===== config.mk =====
export PLATFORM = sky130hd
export DESIGN_NAME = regfile_wb_arbiter
export DESIGN_NICKNAME = d
export VERILOG_FILES = /design/src/rtl/regfile_wb_arbiter.sv
export SDC_FILE = /design/constraint.sdc
export NUM_CORES = 1
export LEC_CHECK = 0
export ABC_CLOCK_PERIOD_IN_PS = 5700
export CAP_MARGIN = 40
export CORE_AREA = 4 4 80 82
export DETAILED_ROUTE_END_ITERATION = 10
export DIE_AREA = 0 0 84 86
export PLACE_DENSITY = 0.83
export SYNTH_ARGS = -nofsm -noshare
export SYNTH_HDL_FRONTEND = slang
export SYNTH_SLANG_ARGS = --single-unit

===== constraint.sdc =====
create_clock -name clk -period 5.7 [get_ports clk]
set_clock_uncertainty 0.2 [all_clocks]
set_input_delay 1.14 -clock clk [delete_from_list [all_inputs] [get_ports clk]]
set_output_delay 1.14 -clock clk [all_outputs]
set_load 0.01 [all_outputs]

===== src/rtl/regfile_wb_arbiter.sv =====
// regfile_wb_arbiter
// Shares the register file's single write port between the ALU result path
// and the load result path. Loads win by default. An ALU request that has been
// refused MAX_WAIT cycles in a row is forced through. The winning request is
// registered onto the wr_* port one cycle after acceptance.
//
// Optional feature macro: WB_FWD_EN adds rs_addr/rt_addr/fwd_hit/fwd_data,
// which forward the in-flight registered write to operand reads.
module regfile_wb_arbiter #(
  parameter int MAX_WAIT = 3
) (
  input  logic        clk,
  input  logic        rst_n,
  input  logic        alu_valid,
  output logic        alu_ready,
  input  logic [4:0]  alu_addr,
  input  logic [31:0] alu_data,
  input  logic        mem_valid,
  output logic        mem_ready,
  input  logic [4:0]  mem_addr,
  input  logic [31:0] mem_data,
  input  logic [1:0]  mem_size,
  input  logic        wr_stall,
  output logic        wr_en,
  output logic [4:0]  wr_addr,
  output logic [31:0] wr_data,
  output logic [3:0]  wr_be,
  output logic        wr_src
`ifdef WB_FWD_EN
  ,
  input  logic [4:0]  rs_addr,
  input  logic [4:0]  rt_addr,
  output logic [1:0]  fwd_hit,
  output logic [31:0] fwd_data
`endif
);

  localparam int CW = $clog2(MAX_WAIT + 1);
  localparam logic [CW-1:0] WAIT_SAT = CW'(MAX_WAIT);

  logic [CW-1:0] wait_cnt;
  logic          alu_forced;
  logic          alu_accept;
  logic          mem_accept;
  logic [3:0]    mem_be;

  assign alu_forced = (wait_cnt == WAIT_SAT);
  assign alu_accept = alu_valid && alu_ready;
  assign mem_accept = mem_valid && mem_ready;

  // Arbitration: nothing moves during a stall; a lone requester always wins;
  // on contention the load wins unless the ALU has waited long enough.
  always_comb begin
    alu_ready = 1'b0;
    mem_ready = 1'b0;
    if (!wr_stall) begin
      if (alu_valid && mem_valid) begin
        if (alu_forced) alu_ready = 1'b1;
        else            mem_ready = 1'b1;
      end else if (alu_valid) begin
        alu_ready = 1'b1;
      end else if (mem_valid) begin
        mem_ready = 1'b1;
      end
    end
  end

  // Load byte enables from access size; size 11 is treated as a full word.
  always_comb begin
    case (mem_size)
      2'b00:   mem_be = 4'b0001;
      2'b01:   mem_be = 4'b0011;
      default: mem_be = 4'b1111;
    endcase
  end

  // Starvation counter: counts consecutive refused ALU cycles, saturating.
  always_ff @(posedge clk or negedge rst_n) begin
    if (!rst_n) begin
      wait_cnt <= '0;
    end else if (!wr_stall) begin
      if (alu_accept)
        wait_cnt <= '0;
      else if (alu_valid && !alu_forced)
        wait_cnt <= wait_cnt + 1'b1;
    end
  end

  // Registered write stage; holds completely while the register file stalls.
  // Writes to register 0 are consumed but never strobed.
  always_ff @(posedge clk or negedge rst_n) begin
    if (!rst_n) begin
      wr_en   <= 1'b0;
      wr_addr <= '0;
      wr_data <= '0;
      wr_be   <= '0;
      wr_src  <= 1'b0;
    end else if (!wr_stall) begin
      if (alu_accept) begin
        wr_en   <= (alu_addr != 5'd0);
        wr_addr <= alu_addr;
        wr_data <= alu_data;
        wr_be   <= 4'b1111;
        wr_src  <= 1'b0;
      end else if (mem_accept) begin
        wr_en   <= (mem_addr != 5'd0);
        wr_addr <= mem_addr;
        wr_data <= mem_data;
        wr_be   <= mem_be;
        wr_src  <= 1'b1;
      end else begin
        wr_en   <= 1'b0;
      end
    end
  end

`ifdef WB_FWD_EN
  logic wr_live;
  assign wr_live = wr_en && !wr_stall && (wr_addr != 5'd0);

  // Forward the in-flight write; bytes outside wr_be read as zero.
  always_comb begin
    fwd_hit[0] = wr_live && (wr_addr == rs_addr);
    fwd_hit[1] = wr_live && (wr_addr == rt_addr);
    fwd_data   = wr_data & {{8{wr_be[3]}}, {8{wr_be[2]}}, {8{wr_be[1]}}, {8{wr_be[0]}}};
  end
`endif

endmodule


==> results of run 1 <==
## stage by stage
stage,worst slack [ps],hold WS (ps),area (um^2)
final,1382,276.9,3592
after global placement,1424,273.3,3487
after floorplan,2530,279.3,2221
after global routing,1311,313.3,3592
after CTS,1386,280.9,3592
after detailed placement,1394,263.3,3515
## final cells by class
cell class                 instances  area (um^2)  area share
timing repair buffer             133         1326      0.3692
sequential                        44         1101      0.3065
multi-input combinational        178        985.9      0.2745
tap                               75        93.84     0.02612
clock buffer                       6        72.57     0.02020
inverter                           2        7.507    0.002090
clock inverter                     1        5.005    0.001393
## power by group through the flow
| stage | registers (uW) | logic (uW) | clock network, uW |
|---|---|---|---|
| floorplan | 418 | 93.7 | 0 |
| global placement | 394 | 304 | 0 |
| detailed placement | 396 | 312 | 0 |
| CTS | 390 | 313 | 187 |
| global route | 396 | 334 | 201 |
| finish | 390 | 309 | 181 |
## kinds of logic after synthesis
family,after synthesis,synth area share
AOI/OAI and AO/OA,83,0.2152
adders and majority gates,2,0.01127
buffers and inverters,34,0.06592
DFF,44,0.4958
and+or+nand+nor,93,0.2118
## synth_stat cells (all sizes together), types with 2 or more instances
master	number	area, um^2
nor2	2	7.510
dfrtp	44	1101
and2	2	12.51
nand3	37	185.2
o21ai	40	200.2
nor4	2	12.51
inv	2	7.510
nand2b	3	18.77
nand2	5	18.77
ha	2	25.02
buf	8	48.80
nor3	38	190.2
nor2b	2	12.51
clkbuf	24	90.09
a31oi	37	231.5
## how the worst min path moves through the flow
stage / from / to / depth (start not counted)
final: wr_be[0] / wr_be[0] / 1
after global routing: wr_be[0] / wr_be[0] / 1
after CTS: wr_be[0] / wr_be[0] / 1
after detailed placement: wr_be[0] / wr_be[0] / 1
after global placement: wr_be[0] / wr_be[0] / 1
after floorplan: wait_cnt[1] / wait_cnt[1] / 2
## worst max-delay path, delay by kind of cell
kind          cells  cell delay (ps)
simple gates      2              470
buf+inv           4             1360
## state kept, by name, indices dropped and copies added, names as in the netlist
name / cells
wr_data: 32
wr_addr: 5
wr_be: 3
wait_cnt: 2
wr_en: 1
wr_src: 1
## layer usage
| layer | global-route usage | wire length (um) | up-vias |
|---|---|---|---|
| li1 | - | - | 1165 |
| met1 | 0.2429 | 3063 | 1129 |
| met2 | 0.3543 | 3590 | 87 |
| met3 | 0.06916 | 553 | 9 |
| met4 | 0.03509 | 66 | 0 |
| met5 | 0 | 0 | - |
==> impl_metrics.yaml, run 1 <==
setup_path:
  r2r_cells: 5
  startpoint: "wr_stall"
  crit_arrival_ps: 2980
  crit_path_top_delay_cell: "clkdlybuf4s50_1"
  path_max_fanout: 43
  endpoint: "alu_ready"
  crit_required_ps: 4360
  worstReg2RegStart: "wait_cnt[0]"
  end_kind: "output pin"
  cp-start-kind: "input pin"
  critPathKind: "input pin to output pin"
  path_cells: "clkdlybuf4s50_1, nand2b_2, buf_4, or2_1, inv_1, clkdlybuf4s50_1"
  r2r-end: "wr_be[2]"
  cpMostUsedCell: "clkdlybuf4s50_1"
  r2r_slack_ps: 3560
  crit_path_max_incr_delay_ps: 540
pwr:
  combPwrFrac: 0.351
  pwr-share-clk: 0.206
  p_seq_frac: 0.443
  p_leak_uw: 0.001358
  peakVddDrop_uv: 112.1
  p_sw_frac: 0.2893
  internal_power_uw: 626.0
  p_sw_uw: 254.9
  p_per_area_nw_per_um2: 245.2
  total_power_uw: 880.9
global_route:
  grt_usage: 0.2014
  grt-ovfl-total: 0
  antenna_found_initial: 0
  grt_pass1_wl_mm: 12.01
  grt_pass1_vias: 2481
  grt_max_degree: 44
yosys:
  syn_inst: 256
  yosys_register_bits: 44
  synth_flop_cell: "dfrtp_1"
  synth.distinct_cells: 26
  synth_seq_area_share: 0.4958
  syn_area_um2: 2221
  synth_edf_count: 0
  synth-async-reset-ratio: 1.000
  synthesis.nets: 339
  avgSynthCellArea_um2: 8.675
  ys_warn_count: 0
routing:
  drc_errors: 0
  wire_per_inst_um: 16.57
  ant_nets: 0
  drt_pass1_iterations: 4
  vias_per_cell: 5.444
  num_vias: 2390
  drt-total-wl_mm: 7.274
  drt_first_iter_violations: 122
floorplanning:
  core_um2: 5746
  die_y_um: 86
  std_cell_rows: 28
  io_pins: 126
  dieArea_um2: 7224
  die_w_um: 84
  start_util: 0.3865
sta:
  min_period_over_period: 0.7575
  min_period_ps: 4318
  max_freq_ghz: 0.2316
  rsz0062_at_grt: "no"
  setup-tns-final_ps: 0
  setup_viol_count_final: 0
  finalHoldViolCount: 0
  drv_slew: 0
  slew_headroom: 0.6220
  worst_slew_pin_slew_ps: 565.6
run:
  cap_viol_max_count: 0
clock_tree:
  ctsHoldBuffers: 0
  clock_sinks: 44
  cts_resized: 0
  clockBufferDepth: 2
  cts_buffers: 5
  cts_setup_buffers: 0
  clockRootBuffer: "clkbuf_8"
  cts_tree: "built"
  clk_pin_slew_ps: 70
  htree_levels: 2
  clock_latency_ps: 290
place:
  dpl.cell_count: 432
  dp_hpwl_mm: 5.138
  numPortBuffers: 125
  gp_congestion: 0.8009
finish:
  syn2layout_area_growth_pct: 61.75
  stdcell_count: 439
  layout-drive-gt1-share: 0.04945
  fillerInstances: 512
  nNetsFinal: 447
  utilization: 0.6252
  final_common_cell: "clkdlybuf4s50_1"
  n_antenna_cell: 0
  final_cell_mix: "124 x clkdlybuf4s50_1, 44 x dfrtp_1, 38 x o21ai_0, 38 x nor3_1"
run_status:
  outcome: "completed"
min_path:
  hold_class: "register to register"
(Power assumes the default switching activity.)
==> run 2: changes to the inputs <==
==> config.mk (replaced) <==
export PLATFORM = sky130hd
export DESIGN_NAME = regfile_wb_arbiter
export DESIGN_NICKNAME = d
export VERILOG_FILES = /design/src/rtl/regfile_wb_arbiter.sv
export SDC_FILE = /design/constraint.sdc
export NUM_CORES = 1
export LEC_CHECK = 0
export ABC_CLOCK_PERIOD_IN_PS = 3900
export CAP_MARGIN = 40
export CORE_AREA = 4 4 85 87
export DETAILED_ROUTE_END_ITERATION = 10
export DIE_AREA = 0 0 89 91
export PLACE_DENSITY = 0.77
export SYNTH_ARGS = -nofsm -noshare
export SYNTH_HDL_FRONTEND = slang
export SYNTH_SLANG_ARGS = --single-unit
==> constraint.sdc (replaced) <==
create_clock -name clk -period 3.9 [get_ports clk]
set_clock_uncertainty 0.2 [all_clocks]
set_input_delay 0.78 -clock clk [delete_from_list [all_inputs] [get_ports clk]]
set_output_delay 0.78 -clock clk [all_outputs]
set_load 0.01 [all_outputs]
==> run 2 against run 1 <==
Sequential power is 46% higher. Worst hold slack worse by 130 ps. Critical path depth fell by 2. Sequential share of layout area decreased by 0.064 points. Clock power is 63% higher. Global-route usage shrank 1.2 points. Largest cell class unchanged.
==> impl_metrics.yaml, run 2 (synthesis results as in run 1) <==
sta:
  worst_slew_pin_slew_ps: 625.9
  slew_headroom: 0.5818
  setup_slack_ps: 589.1
  setup-tns-final_ps: 0
  setup_viol_count_final: 0
  max_freq_ghz: 0.3020
  min_period_over_period: 0.8490
  drv_slew: 0
  finalHoldViolCount: 0
  min_period_ps: 3311
  rsz0062_at_grt: "no"
place:
  numPortBuffers: 125
  gp_congestion: 0.7945
  dpl.cell_count: 434
  dp_hpwl_mm: 5.183
  dp_slack_ps: 587.8
setup_path:
  end_kind: "output pin"
  cpMostUsedCell: "clkdlybuf4s50_1"
  path_cells: "clkdlybuf4s50_1, nand2b_1, nor2_1, clkdlybuf4s50_1"
  crit_path_top_delay_cell: "clkdlybuf4s50_1"
  cp-start-kind: "input pin"
  crit_path_max_incr_delay_ps: 610
  crit_arrival_ps: 2330
  crit_required_ps: 2920
  path_max_fanout: 5
  critPathKind: "input pin to output pin"
  crit_buf_inv: 2
  critical-path-top-delay-family: "buffers and inverters"
routing:
  vias_per_cell: 5.523
  num_vias: 2441
  ant_nets: 0
  drt_pass1_iterations: 4
  drc_errors: 0
  drt_first_iter_violations: 131
  drt-total-wl_mm: 7.784
  wire_per_inst_um: 17.61
clock_tree:
  cts_buffers: 5
  htree_levels: 2
  clock_sinks: 44
  clock_latency_ps: 290
  cts_tree: "built"
  clockBufferDepth: 2
  clk_pin_slew_ps: 90
  ctsHoldBuffers: 0
  cts_setup_buffers: 0
  clockRootBuffer: "clkbuf_8"
  cts_resized: 0
run:
  cap_viol_max_count: 0
pwr:
  p_leak_uw: 0.001360
  p_per_area_nw_per_um2: 366.6
  peakVddDrop_uv: 188.8
finish:
  utilization: 0.5669
  syn2layout_area_growth_pct: 62.08
  stdcell_count: 442
  final-seq-area_um2: 1101
  top_regs: "wr_data (32), wr_addr (5), wr_be (3)"
  top_register: "wr_data"
  layout-drive-gt1-share: 0.04932
  fillerInstances: 575
  final_common_cell: "clkdlybuf4s50_1"
  multi_input_area_um2: 985.9
  largest_register_ff_count: 32
  n_antenna_cell: 0
  nNetsFinal: 447
  final_cell_mix: "124 x clkdlybuf4s50_1, 44 x dfrtp_1, 38 x o21ai_0, 38 x nor3_1"
global_route:
  grt_pass1_wl_mm: 12.16
  grt-ovfl-total: 0
  grt_usage: 0.1891
  grt_max_degree: 43
  antenna_found_initial: 0
  grt_pass1_vias: 2418
floorplanning:
  die_y_um: 91
  start_util: 0.3498
  std_cell_rows: 29
  core_um2: 6350
  die_w_um: 89
  io_pins: 126
  dieArea_um2: 8099
run_status:
  outcome: "completed"
min_path:
  hold_class: "input pin to asynchronous set/reset pin"
==> run 2: cell types whose count changed in the layout (fill, tap and decap cells not counted) <==
cell / delta
buf_16: -1
buf_12: +1
clkbuf_1: +1
clkinv_2: -1
clkbuf_8: +1
==> run 2: through the flow <==
stage / hold WS (ps) / area, um^2 / power [uW]
after floorplan: 279.3 / 2221 / 748.5
after global placement: 280.6 / 3490 / 1023
after detailed placement: 267.1 / 3510 / 1036
after CTS: 138.1 / 3600 / 1334
after global routing: 138.9 / 3600 / 1395
final: 142.5 / 3600 / 1320
==> run 2: final cells by class <==
type                    instances  area share
inverters                       2    0.002086
well taps                      77     0.02676
repair buffers                133      0.3664
multi-input cells             178      0.2739
flip-flops and latches         44      0.3059
clock buffers                   8     0.02503
==> run 2: metal layers <==
metal,track usage,part of all wire,vias up
met4,0.04715,0.013,0
met1,0.2390,0.41,1167
li1,-,-,1159
met3,0.05249,0.087,9
met5,0,0,-
met2,0.3175,0.49,106
==> run 2: path summary, 6_finish.rpt <==
check / start / endpoint / slack (ps) / depth (start not counted)
min in group clk: wr_be[0] / wr_be[0] / 290 / 1
max in group asynchronous: rst_n / wr_data[23] / 2880 / 2
setup reg to reg: wait_cnt[0] / wr_data[1] / 1770 / 5
hold / removal: rst_n / wr_en / 140 / 1
hold reg to reg: wr_be[0] / wr_be[0] / 290 / 1
setup / recovery: wr_stall / mem_ready / 590 / 4
==> run 2: where the power goes <==
group / switching (uW) / internal, uW / leakage [uW] / total [uW]
logic: 194 / 261 / 0.000800 / 455
clock network: 150 / 145 / 0.0000455 / 295
registers: 38.7 / 532 / 0.000514 / 570
==> run 2: worst register-to-register path, stage by stage, from the launching register on <==
cell and delay (ps):
dfrtp_1 420, ha_1 230, nand2_1 480, buf_4 390, nand3_1 120, a31oi_1 200
==> run 3: changes to the inputs <==
==> config.mk (replaced) <==
export PLATFORM = sky130hd
export DESIGN_NAME = regfile_wb_arbiter
export DESIGN_NICKNAME = d
export VERILOG_FILES = /design/src/rtl/regfile_wb_arbiter.sv
export SDC_FILE = /design/constraint.sdc
export NUM_CORES = 1
export LEC_CHECK = 0
export ABC_CLOCK_PERIOD_IN_PS = 3290
export CAP_MARGIN = 40
export CORE_AREA = 4 4 82 84
export DETAILED_ROUTE_END_ITERATION = 10
export DIE_AREA = 0 0 86 88
export PLACE_DENSITY = 0.79
export SYNTH_ARGS = -nofsm -noshare
export SYNTH_HDL_FRONTEND = slang
export SYNTH_SLANG_ARGS = --single-unit
==> constraint.sdc (replaced) <==
create_clock -name clk -period 3.29 [get_ports clk]
set_clock_uncertainty 0.2 [all_clocks]
set_input_delay 0.658 -clock clk [delete_from_list [all_inputs] [get_ports clk]]
set_output_delay 0.658 -clock clk [all_outputs]
set_load 0.01 [all_outputs]
==> run 3 against run 2 <==
Wire length shrank 3.0%. Register-to-register slack lost 600 ps. Largest cell class unchanged. Largest power group unchanged. Sequential share of layout area shrank 0.32 points. Clock power grew 36%. Cell area grew 1.0%. Global-route usage grew 0.34 points. Sequential power grew 19%. Final cell count is the same. Setup slack lost 330 ps.
==> impl_metrics.yaml, run 3 (synthesis results as in run 1) <==
run_status:
  outcome: "completed"
clock_tree:
  ctsHoldBuffers: 0
  cts_resized: 0
  htree_levels: 2
  clockRootBuffer: "clkbuf_8"
  clk_pin_slew_ps: 80
  cts_setup_buffers: 0
  clock_latency_ps: 290
  clock_sinks: 44
  cts_buffers: 5
  clockBufferDepth: 2
  cts_tree: "built"
global_route:
  grt_use_met2: 0.3322
  grt-ovfl-total: 0
  grt_usage: 0.1925
  antenna_found_initial: 0
  use_met3: 0.06209
  use_met1: 0.2347
  grt_max_degree: 43
  grt_pass1_wl_mm: 11.79
  grt_pass1_vias: 2436
  top_usage_layer: "met2"
floorplanning:
  die_y_um: 88
  dieArea_um2: 7568
  io_pins: 126
  core_um2: 5921
  start_util: 0.3751
  die_w_um: 86
  std_cell_rows: 28
sta:
  min_period_over_period: 0.9205
  slew_headroom: 0.5784
  setup-tns-final_ps: 0
  min_period_ps: 3029
  drv_slew: 0
  setup_viol_count_final: 0
  max_freq_ghz: 0.3302
  finalHoldViolCount: 0
  worst_slew_pin_slew_ps: 632.3
  rsz0062_at_grt: "no"
finish:
  layout-drive-gt1-share: 0.05722
  n_antenna_cell: 0
  syn2layout_area_growth_pct: 63.77
  stdcell_count: 442
  nNetsFinal: 449
  largest_register_ff_count: 32
  top_register: "wr_data"
  final_cell_mix: "124 x clkdlybuf4s50_1, 44 x dfrtp_1, 38 x o21ai_0, 38 x nor3_1"
  utilization: 0.6143
  fin_area_um2: 3637
  final_common_cell: "clkdlybuf4s50_1"
  top_regs: "wr_data (32), wr_addr (5), wr_be (3)"
place:
  placed_area_um2: 3530
  dpl.cell_count: 434
  gp_congestion: 0.8360
  numPortBuffers: 125
  dp_hpwl_mm: 5.189
routing:
  num_vias: 2444
  ant_nets: 0
  drt_first_iter_violations: 76
  drc_errors: 0
  wire_per_inst_um: 17.07
  vias_per_cell: 5.529
  drt-total-wl_mm: 7.547
  drt_pass1_iterations: 4
setup_path:
  crit_arrival_ps: 2170
  cpMostUsedCell: "clkdlybuf4s50_1"
  startpoint: "wr_stall"
  crit_path_max_incr_delay_ps: 540
  crit_required_ps: 2430
  path_max_fanout: 4
  cp-start-kind: "input pin"
  path_cells: "clkdlybuf4s50_1, nand2b_2, or2_1, inv_1, clkdlybuf4s50_1"
  critPathKind: "input pin to output pin"
  crit_path_top_delay_cell: "clkdlybuf4s50_1"
  end_kind: "output pin"
  worstReg2RegStart: "wait_cnt[0]"
pwr:
  p_leak_uw: 0.001383
  peakVddDrop_uv: 212.9
  p_per_area_nw_per_um2: 444.5
run:
  cap_viol_max_count: 0
min_path:
  hold_class: "input pin to asynchronous set/reset pin"
-- run 3: area by class of cell --
| cell class | instances | area, um^2 |
|---|---|---|
| clock buffers | 6 | 72.57 |
| flip-flops and latches | 44 | 1101 |
| fillers | 536 | 2283 |
| multi-input cells | 178 | 985.9 |
| clock inverters | 2 | 35.03 |
| inverters | 2 | 7.507 |
| repair buffers | 135 | 1341 |
| well taps | 75 | 93.84 |
-- run 3: power breakdown --
group | switching (uW) | total (uW) | leakage [uW] | internal, uW
Combinational | 229 | 540 | 0.000814 | 312
Clock | 175 | 401 | 0.0000552 | 225
Sequential | 45.6 | 676 | 0.000514 | 630
-- run 3: worst max-delay path, delay by kind of cell --
family / cells / cell delay (ps)
AND/OR/NAND/NOR: 2 / 420
buffers and inverters: 3 / 1090
-- run 3: per-layer routing --
layer / part of all wire / vias up
li1: - / 1167
met1: 0.40 / 1166
met2: 0.49 / 103
met3: 0.10 / 8
met4: 0.0091 / 0
met5: 0 / -
-- run 3: final timing paths --
path,to,slack [ps],depth (start not counted)
worst max-delay path,alu_ready,260,5
worst min-delay path,wr_data[4],180,1
worst max register to register,wr_data[3],1170,5
worst min register to register,wr_be[0],280,1
max in group asynchronous,wr_data[20],2190,2
min in group clk,wr_be[0],280,1
-- run 3: metrics by stage --
| stage | power, uW | hold slack (ps) | setup WS [ps] |
|---|---|---|---|
| finish | 1617 | 181.7 | 261.4 |
| global route | 1719 | 211.9 | 193.2 |
| CTS | 1633 | 196.5 | 265.2 |
| detailed placement | 1230 | 258.1 | 279.5 |
| global placement | 1214 | 270.9 | 280.9 |
| floorplan | 887.3 | 162.4 | 1084 |
